$ cat config.mk
export PLATFORM = sky130hd
export DESIGN_NAME = rs_parity_enc
export DESIGN_NICKNAME = d
export VERILOG_FILES = /design/src/rtl/rs_parity_enc.sv
export SDC_FILE = /design/constraint.sdc
export NUM_CORES = 1
export LEC_CHECK = 0
export CAP_MARGIN = 20
export CORE_MARGIN = 5
export CORE_UTILIZATION = 25
export DETAILED_ROUTE_END_ITERATION = 10
export HOLD_SLACK_MARGIN = 0.02
export PLACE_DENSITY_LB_ADDON = 0.25
export SYNTH_ARGS = -nofsm -noshare
export SYNTH_HDL_FRONTEND = slang
export SYNTH_SLANG_ARGS = --single-unit
$ cat constraint.sdc
create_clock -name i_clk -period 2.4 [get_ports i_clk]
set_clock_uncertainty 0.15 [all_clocks]
set_input_delay 0.48 -clock i_clk [delete_from_list [all_inputs] [get_ports i_clk]]
set_output_delay 0.48 -clock i_clk [all_outputs]
set_load 0.02 [all_outputs]
$ cat src/rtl/rs_parity_enc.sv
// Streaming systematic Reed-Solomon encoder: K message bytes in, K data bytes plus 4 parity bytes out.
// Build option: define RS_ENC_PARITY_INVERT_EN to bitwise-invert every emitted parity byte.

module rs_parity_enc #(
   parameter int K = 28
) (
   input  logic       i_clk,
   input  logic       i_rst,
   input  logic       i_valid,
   input  logic [7:0] i_data,
   output logic       o_ready,
   output logic       o_valid,
   output logic [7:0] o_data,
   output logic       o_par,
   output logic       o_last
);

`ifdef RS_ENC_PARITY_INVERT_EN
   localparam logic [7:0] PAR_MASK = 8'hFF;
`else
   localparam logic [7:0] PAR_MASK = 8'h00;
`endif

   localparam logic [7:0] LAST_IDX = 8'(K - 1);

   typedef enum logic [0:0] {
      DATA   = 1'b0,
      PARITY = 1'b1
   } state_t;

   state_t          state;
   state_t          state_nx;
   logic [3:0][7:0] rem;
   logic [3:0][7:0] rem_nx;
   logic [7:0]      cnt;
   logic [7:0]      cnt_nx;
   logic [1:0]      pcnt;
   logic [1:0]      pcnt_nx;
   logic            ready_nx;
   logic            valid_nx;
   logic            par_nx;
   logic            last_nx;
   logic [7:0]      data_nx;
   logic [7:0]      fb;

   // GF(256) multiply modulo x^8+x^4+x^3+x^2+1; constant b folds into an XOR network
   function automatic logic [7:0] gf_mul(input logic [7:0] a, input logic [7:0] b);
      logic [7:0] acc;
      logic [7:0] x;
      acc = 8'h00;
      x   = a;
      for (int i = 0; i < 8; i++) begin
         if (b[i]) begin
            acc = acc ^ x;
         end else begin
            acc = acc;
         end
         if (x[7]) begin
            x = {x[6:0], 1'b0} ^ 8'h1D;
         end else begin
            x = {x[6:0], 1'b0};
         end
      end
      return acc;
   endfunction

   assign fb = i_data ^ rem[3];

   // Next-state, remainder update and output decode
   always_comb begin
      state_nx = state;
      rem_nx   = rem;
      cnt_nx   = cnt;
      pcnt_nx  = pcnt;
      ready_nx = o_ready;
      valid_nx = 1'b0;
      par_nx   = 1'b0;
      last_nx  = 1'b0;
      data_nx  = o_data;

      case (state)
         DATA: begin
            ready_nx = 1'b1;
            if (i_valid) begin
               rem_nx[3] = rem[2] ^ gf_mul(fb, 8'h0F);
               rem_nx[2] = rem[1] ^ gf_mul(fb, 8'h36);
               rem_nx[1] = rem[0] ^ gf_mul(fb, 8'h78);
               rem_nx[0] = gf_mul(fb, 8'h40);
               data_nx   = i_data;
               valid_nx  = 1'b1;
               if (cnt == LAST_IDX) begin
                  state_nx = PARITY;
                  cnt_nx   = 8'h00;
                  pcnt_nx  = 2'd0;
                  ready_nx = 1'b0;
               end else begin
                  cnt_nx = cnt + 8'h01;
               end
            end else begin
               cnt_nx = cnt;
            end
         end
         PARITY: begin
            // Parity goes out high-order first, so the remainder simply shifts up
            data_nx  = rem[3] ^ PAR_MASK;
            valid_nx = 1'b1;
            par_nx   = 1'b1;
            rem_nx   = {rem[2:0], 8'h00};
            if (pcnt == 2'd3) begin
               last_nx  = 1'b1;
               ready_nx = 1'b1;
               state_nx = DATA;
               rem_nx   = {4{8'h00}};
               cnt_nx   = 8'h00;
               pcnt_nx  = 2'd0;
            end else begin
               ready_nx = 1'b0;
               pcnt_nx  = pcnt + 2'd1;
            end
         end
         default: begin
            state_nx = DATA;
            rem_nx   = {4{8'h00}};
            cnt_nx   = 8'h00;
            pcnt_nx  = 2'd0;
            ready_nx = 1'b1;
         end
      endcase
   end

   // State, remainder and registered outputs
   always_ff @(posedge i_clk) begin
      if (i_rst) begin
         state   <= DATA;
         rem     <= {4{8'h00}};
         cnt     <= 8'h00;
         pcnt    <= 2'd0;
         o_ready <= 1'b1;
         o_valid <= 1'b0;
         o_data  <= 8'h00;
         o_par   <= 1'b0;
         o_last  <= 1'b0;
      end else begin
         state   <= state_nx;
         rem     <= rem_nx;
         cnt     <= cnt_nx;
         pcnt    <= pcnt_nx;
         o_ready <= ready_nx;
         o_valid <= valid_nx;
         o_data  <= data_nx;
         o_par   <= par_nx;
         o_last  <= last_nx;
      end
   end

endmodule

==> results of run 1 <==
## power breakdown
group,internal (mW),total [mW],switching [mW]
Combinational,2.21,3.95,1.74
Sequential,1.13,1.35,0.221
Clock,0.377,0.695,0.318
Total,3.72,5.99,2.28
## layer usage
layer	up-vias	wire length [um]
met5	-	0
met4	0	61
met3	5	206
met2	22	3730
met1	1176	3970
li1	1254	-
## stage by stage
step | setup TNS, ns | instance area (um2) | hold WS [ns] | setup slack (ns)
finish | 0 | 3920 | 0.326 | 0.0920
global route | 0 | 3920 | 0.364 | 0.0167
CTS | 0 | 3870 | 0.328 | 0.0263
detailed placement | -7.95 | 3700 | 0.315 | -0.454
global placement | -7.82 | 3700 | 0.309 | -0.467
floorplan | 0 | 3080 | 0.294 | 0.0778
## registers in the layout, summed over array words and instances (netlist names)
name and count:
pcnt 2, state 1, cnt 8, o_par 1, o_data 8, o_ready 1
rem 32, o_valid 1, o_last 1
## kinds of logic (layout without fill, tap and decap cells)
| family | after synthesis | count (layout) | synth area share |
|---|---|---|---|
| buffers and inverters | 23 | 72 | 0.0305 |
| AO/OA/AOI/OAI | 74 | 74 | 0.154 |
| multiplexers | 11 | 11 | 0.0362 |
| AND/OR/NAND/NOR | 106 | 106 | 0.159 |
| adder cells (fa/ha/maj) | 2 | 2 | 0.00813 |
| flip-flops | 55 | 55 | 0.358 |
| XOR/XNOR | 64 | 64 | 0.254 |
## area by class of cell
class	instances	area, um2	share of cell area
clock buffers	6	129	0.0328
inverters	5	18.8	0.00478
multi-input cells	257	1950	0.498
flip-flops and latches	55	1100	0.281
well taps	168	210	0.0536
repair buffers	61	512	0.130
## final timing paths
check             slack [ns]       to  cells after the start
hold reg to reg         0.33  pcnt[0]                      1
hold / removal          0.33  pcnt[0]                      1
setup reg to reg        0.14  rem[30]                      7
setup / recovery        0.09  rem[30]                      8
## Yosys cell counts, types with 5 or more instances
| library cell | instances | area [um2] |
|---|---|---|
| dfxtp_1 | 55 | 1100 |
| a21oi_1 | 26 | 130 |
| nand2b_1 | 5 | 31.3 |
| a22o_1 | 9 | 78.8 |
| xnor2_1 | 34 | 298 |
| nor2b_1 | 5 | 31.3 |
| nor2_1 | 52 | 195 |
| mux2i_1 | 10 | 100 |
| xor2_1 | 12 | 105 |
| inv_1 | 5 | 18.8 |
| clkbuf_1 | 13 | 48.8 |
| a211oi_1 | 9 | 67.6 |
| nand2_1 | 17 | 63.8 |
| xnor2_2 | 6 | 97.6 |
| o21ai_0 | 12 | 60.1 |
## worst max-delay path, delay by kind of cell
kind,cells,cell delay [ns]
AO/OA/AOI/OAI,2,0.45
XOR/XNOR,3,0.87
buffers and inverters,2,0.46
AND/OR/NAND/NOR,1,0.06
## timing repair
| action | CTS | global route |
|---|---|---|
| endpoints found under the hold margin | 0 | 0 |
| buffers inserted | 2 | 1 |
| setup endpoints to repair | 16 | 11 |
| gates resized for setup | 8 | 10 |
| pin swaps | 2 | 4 |
==> run summary, run 1 <==
Gpl congestion - 0.855
Min Tclk post-route - 2.31 ns
TritonCTS clock tree - yes
Post-synth EDFFs - 0
Most common cell after layout, fill and taps aside - dfxtp_1
VDD IR max - 579 uV
Fin. max-slew vios - 0
Fin cells - 552
Fin util - 0.325
Antenna violations before repair - 0
M2 GR Usage - 0.177
Top FF cell, synth - dfxtp_1
Synthesized cell area - 3080 um2
RSZ-0062 raised after global routing - no
First-pass iteration count of the detailed router - 4
Fmax - 433 MHz
Overall die width - 121 um
Placed Cells - 543
Async SR Flop Fraction - 0
DR WL/cell - 14.4 um
CP Data Arrival Time - 2.34 ns
Post-CTS Hold Buffers - 0
# H-tree levels - 2
DRC Markers - 0
Core Area - 12100 um2
PD cells - 1530 nW/um2
Total power - 5.99 mW
Height of the chip - 121 um
Share of layout cells above drive strength 1 - 0.177
Required time worst endpoint - 2.43 ns
Clk root buf - clkbuf_16
Inserted Diodes - 0
Cell-by-cell listing of the critical path - dlygate4sd2_1 > xnor2_4 > buf_4 > xnor2_1 > xor3_1 > a21bo_1 > a22oi_1 > nor3_1
Post-synth net total - 348
Synthesized flop and latch total - 55
Num ports - 23
Most frequent cells in the layout - 55 x dfxtp_1, 51 x nor2_1, 38 x buf_4
Starting DRT DRC Count - 144
Setup-failing EPs final - 0
YS warnings - 0
Final net count - 398
Setup crit start - i_data[6]
Vias per cell - 4.45
CP startpoint kind - primary input
Mean post-synth cell area - 9.19 um2
Part of the Yosys area used for sequential elements - 0.358
Vias in the first global route - 2437
CP endpoint kind - register
Buffers added on ports - 22
Post-Synthesis Cells - 335
Remaining Overflow, GRT - 0
Antenna-violating nets left - 0
GRT Total Usage - 0.114
CP max-delay cell - xor3_1
Clock buffer depth - 2
Via count - 2457
Leak - 1.63 nW
Final Hold Fails - 0
Final WL - 7.97 mm
Crit Path Class - primary input to register
CP max FO - 3
Number of fill cells - 1255
Measured slew at the worst slew-check pin - 0.789 ns
Unique cell type count in the Yosys netlist - 46
Core Rows - 40
TritonCTS Sinks - 55
RR Startpoint - rem[30]
Slowest stage delay, CP - 0.50 ns
Initial core utilization - 0.255
TritonCTS buffer count - 5
Syn-to-layout area delta - 27.5%
Relative slew slack - 0.472
HPWL after detailed placement - 5.94 mm
Pin count of the biggest net entering global routing - 31
Tcrit/Tclk final - 0.962
Die area - 14600 um2
Clock latency on the worst-skew pair - 0.29 ns
Worst hold path type - register to register
Clk slew on worst S/H paths - 0.07 ns
Met3 global-route usage - 0.0247
Hold path startpoint - pcnt[0]
Max-Cap Viols - 0
Status - finished, final reports clean
Global-route wire length before repair - 13.1 mm
Met1 Use GR - 0.159
Top Usage Layer GRT - met2
Note: power is estimated with default switching activity, not from simulation.
==> run 2, diff against run 1 <==
--- a/config.mk
+++ b/config.mk
@@ -11,6 +11,7 @@
 export DETAILED_ROUTE_END_ITERATION = 10
 export HOLD_SLACK_MARGIN = 0.02
 export PLACE_DENSITY_LB_ADDON = 0.25
+export RECOVER_POWER = 100
 export SYNTH_ARGS = -nofsm -noshare
 export SYNTH_HDL_FRONTEND = slang
 export SYNTH_SLANG_ARGS = --single-unit
==> run summary, run 2 (synthesis gave the netlist of run 1 again) <==
Status - finished, final reports clean
Vias in the first global route - 2437
Number of fill cells - 1264
RR Startpoint - rem[30]
Slowest stage delay, CP - 0.50 ns
Die area - 14600 um2
Register area - 1100 um2
Global-route wire length before repair - 13.1 mm
Measured slew at the worst slew-check pin - 1.06 ns
TritonCTS buffer count - 5
Antenna violations before repair - 0
Core Rows - 40
Crit Path Class - primary input to register
VDD IR max - 542 uV
Fin cells - 552
Max-Cap Viols - 0
Worst hold path type - register to register
Core Area - 12100 um2
Pin count of the biggest net entering global routing - 31
Setup crit start - i_data[6]
Hold path startpoint - pcnt[0]
Clk slew on worst S/H paths - 0.07 ns
Gpl congestion - 0.855
HPWL after detailed placement - 5.94 mm
Vias per cell - 4.43
TritonCTS clock tree - yes
Final net count - 398
Most frequent cells in the layout - 55 x dfxtp_1, 51 x nor2_1, 32 x xnor2_1
Final Hold Fails - 0
CP max FO - 3
Max reg flops - 32
CP max-delay cell - xor3_1
Height of the chip - 121 um
Clk root buf - clkbuf_16
Buf+Inv Stages, Crit Path - 2
Min Tclk post-route - 2.31 ns
Clock buffer depth - 2
Worst path top cell family by delay - XOR/XNOR gates
Buffers added on ports - 22
DRC Markers - 0
PD cells - 1510 nW/um2
Inserted Diodes - 0
Cell-by-cell listing of the critical path - dlygate4sd2_1 > xnor2_4 > buf_4 > xnor2_1 > xor3_1 > a21bo_1 > a22oi_1 > nor3_1
Tcrit/Tclk final - 0.961
# H-tree levels - 2
Placed Cells - 543
Fmax - 433 MHz
Final WL - 7.90 mm
RSZ-0062 raised after global routing - no
First-pass iteration count of the detailed router - 4
Remaining Overflow, GRT - 0
Fin util - 0.322
CP startpoint kind - primary input
Antenna-violating nets left - 0
GRT Total Usage - 0.114
Num ports - 23
Starting DRT DRC Count - 150
CP endpoint kind - register
Largest Register - rem
Initial core utilization - 0.255
DR WL/cell - 14.3 um
Clock latency on the worst-skew pair - 0.29 ns
Syn-to-layout area delta - 26.3%
Multi-input logic area - 1950 um2
Biggest regs - rem: 32 flops, cnt: 8 flops, o_data: 8 flops
Leak - 1.63 nW
Fin. max-slew vios - 0
Overall die width - 121 um
Via count - 2444
TritonCTS Sinks - 55
Most common cell after layout, fill and taps aside - dfxtp_1
CP Data Arrival Time - 2.34 ns
Share of layout cells above drive strength 1 - 0.151
Setup-failing EPs final - 0
Required time worst endpoint - 2.43 ns
Relative slew slack - 0.294
## run 2: changes by cell type in the layout (fill, tap and decap cells not counted), moves of 7 or more
cell	before	now
clkdlybuf4s50_1	15	2
dlygate4sd3_1	0	13
buf_4	38	30
clkbuf_1	1	8
## run 2: power by group
part / internal, mW / total, mW / switching (mW)
logic: 2.10 / 3.81 / 1.70
registers: 1.13 / 1.35 / 0.218
clock network: 0.377 / 0.696 / 0.319
total: 3.61 / 5.85 / 2.24
## run 2: layout make-up
type                            count  share of cell area
Clock buffer                        6              0.0332
Inverter                            5             0.00483
Multi-Input combinational cell    257               0.500
Sequential cell                    55               0.283
Tap cell                          168              0.0541
Timing Repair Buffer               61               0.124
## run 2: path summary, 6_finish.rpt
check	endpoint	slack [ns]	cells past startpoint
setup / recovery	rem[30]	0.09	8
hold / removal	pcnt[0]	0.33	1
setup reg to reg	rem[30]	0.14	7
hold reg to reg	pcnt[0]	0.33	1
## run 2: through the flow
step           TNS (ns)  total power, mW  cell area, um2  setup WS [ns]  hold slack (ns)
2_1_floorplan         0             4.02            3080         0.0778            0.294
3_3_place_gp      -7.82             5.10            3700         -0.467            0.309
3_5_place_dp      -7.95             5.11            3700         -0.454            0.315
4_1_cts               0             5.90            3870         0.0263            0.328
5_1_grt               0             6.30            3890         0.0118            0.364
6_report              0             5.85            3890         0.0930            0.328
## run 2: layer usage
| metal | up-vias | track usage | wire [um] | part of all wire |
|---|---|---|---|---|
| li1 | 1253 | - | - | - |
| met1 | 1159 | 0.159 | 3900 | 0.49 |
| met2 | 27 | 0.177 | 3650 | 0.46 |
| met3 | 5 | 0.0247 | 289 | 0.037 |
| met4 | 0 | 0.0276 | 64 | 0.0081 |
| met5 | - | 0 | 0 | 0 |
## run 2: repair_timing
| item | in CTS | in global routing |
|---|---|---|
| buffers inserted | 2 | 1 |
| endpoints found under the setup margin | 16 | 11 |
| pin swaps | 2 | 4 |
| hold endpoints to repair | 0 | 0 |
| hold buffers | 0 | 0 |
| gates resized for setup | 8 | 10 |
==> run 3, diff against run 2 <==
--- a/config.mk
+++ b/config.mk
@@ -10,7 +10,7 @@
 export CORE_UTILIZATION = 25
 export DETAILED_ROUTE_END_ITERATION = 10
 export HOLD_SLACK_MARGIN = 0.02
-export PLACE_DENSITY_LB_ADDON = 0.25
+export PLACE_DENSITY_LB_ADDON = 0.1
 export RECOVER_POWER = 100
 export SYNTH_ARGS = -nofsm -noshare
 export SYNTH_HDL_FRONTEND = slang
==> run summary, run 3 (synthesis gave the netlist of run 1 again) <==
CP endpoint kind - register
Combinational power share - 0.649
Max reg flops - 32
Sw Share - 0.379
Setup crit start - i_data[0]
Final net count - 404
Buffers added on ports - 22
Pin count of the biggest net entering global routing - 52
Vias in the first global route - 2350
PnR worst setup slack - 0.0874 ns
Inserted Diodes - 0
PD cells - 1510 nW/um2
Setup-failing EPs final - 0
TritonCTS clock tree - yes
Largest Register - rem
Clock buffer depth - 2
Fin. max-slew vios - 0
Min Tclk post-route - 2.31 ns
Core Rows - 40
Clk root buf - clkbuf_16
Fmax - 432 MHz
Final Hold Fails - 0
Relative slew slack - 0.498
Clock latency on the worst-skew pair - 0.31 ns
Vias per cell - 4.34
# H-tree levels - 2
Most frequent cells in the layout - 54 x dfxtp_1, 51 x nor2_1, 35 x buf_4
Internal - 3.72 mW
DR WL/cell - 14.5 um
Initial core utilization - 0.255
Core Area - 12100 um2
Share of layout cells above drive strength 1 - 0.179
Tcrit/Tclk final - 0.964
Measured slew at the worst slew-check pin - 0.751 ns
Slack of the worst reg-to-reg path - 0.16 ns
Max-Cap Viols - 0
Remaining Overflow, GRT - 0
CP Data Arrival Time - 2.41 ns
TritonCTS buffer count - 5
HPWL after detailed placement - 5.95 mm
First-pass iteration count of the detailed router - 4
DRC Markers - 0
Final WL - 8.13 mm
Status - finished, final reports clean
Starting DRT DRC Count - 142
Antenna violations before repair - 0
Via count - 2428
Gpl congestion - 0.775
Placed Cells - 543
Fin util - 0.328
RR Startpoint - rem[30]
Worst hold path type - register to register
Syn-to-layout area delta - 28.6%
GRT Total Usage - 0.118
Overall die width - 121 um
Most common cell after layout, fill and taps aside - dfxtp_1
Hold path startpoint - rem[3]
Clk network pwr share - 0.128
VDD IR max - 424 uV
Placement Setup Slack - -0.441 ns
Placed inst area - 3720 um2
Leak - 1.68 nW
Crit Path Class - primary input to register
Biggest regs - rem: 32 flops, cnt: 8 flops, o_data: 8 flops
CP startpoint kind - primary input
TritonCTS Sinks - 55
Global-route wire length before repair - 13.2 mm
Antenna-violating nets left - 0
Num ports - 23
Worst Hold Slack - 0.326 ns
Required time worst endpoint - 2.50 ns
CP max FO - 2
Height of the chip - 121 um
Die area - 14600 um2
Post-CTS Hold Buffers - 0
Clk slew on worst S/H paths - 0.07 ns
Switching power - 2.27 mW
Post-route design area - 3960 um2
Reg power frac - 0.223
Fin cells - 560
==> run 3: cell count changes in the layout (fill, tap and decap cells not counted), moves of 2 or more <==
cell             previous run  this run
buf_12                      0         2
clkdlybuf4s50_1             2         4
buf_4                      30        35
xnor2_2                     5         7
xnor2_4                     5         3
clkbuf_1                    8         4
clkinv_4                    0         2
==> run 3: path summary, 6_finish.rpt <==
path,end,cells past startpoint
min,rem[11],2
max,rem[26],7
max reg2reg,rem[26],7
min reg2reg,rem[11],2
==> run 3: per-layer routing <==
metal,track usage,share of wire
met1,0.166,0.51
met4,0.0446,0.016
met3,0.0224,0.022
met2,0.179,0.46
met5,0,0
==> run 3: final cells by class <==
type	instances	area [um2]
fill	1256	8100
multi-input combinational	257	1920
sequential	55	1100
timing repair buffer	67	557
tap	168	210
clock buffer	5	125
clock inverter	3	25.0
inverter	5	18.8
==> run 3: critical path, cell delays in order <==
cell	delay (ns)
clkdlybuf4s50_1	0.47
xnor2_2	0.23
xnor2_2	0.16
xor3_1	0.50
buf_4	0.17
or3_1	0.32
nand3_1	0.09
==> run 3: power groups by stage <==
stage / combinational, mW / sequential [mW] / clock (mW)
2_1_floorplan: 2.71 / 1.31 / 0
3_3_place_gp: 3.83 / 1.37 / 0
3_5_place_dp: 3.81 / 1.36 / 0
4_1_cts: 3.91 / 1.35 / 0.808
5_1_grt: 4.23 / 1.38 / 0.838
6_report: 3.89 / 1.34 / 0.766
==> run 3: timing repair <==
action / CTS / global route
buffers inserted: 2 / 7
hold endpoints to repair: 0 / 0
cloned: 0 / 0
pin swaps: 2 / 5
resized for setup: 7 / 7
endpoints found under the setup margin: 11 / 10
==> run 3: through the flow <==
step | TNS, ns | total power, mW
2_1_floorplan | 0 | 4.02
3_3_place_gp | -7.04 | 5.20
3_5_place_dp | -7.17 | 5.18
4_1_cts | 0 | 6.07
5_1_grt | -0.0130 | 6.44
6_report | 0 | 5.99
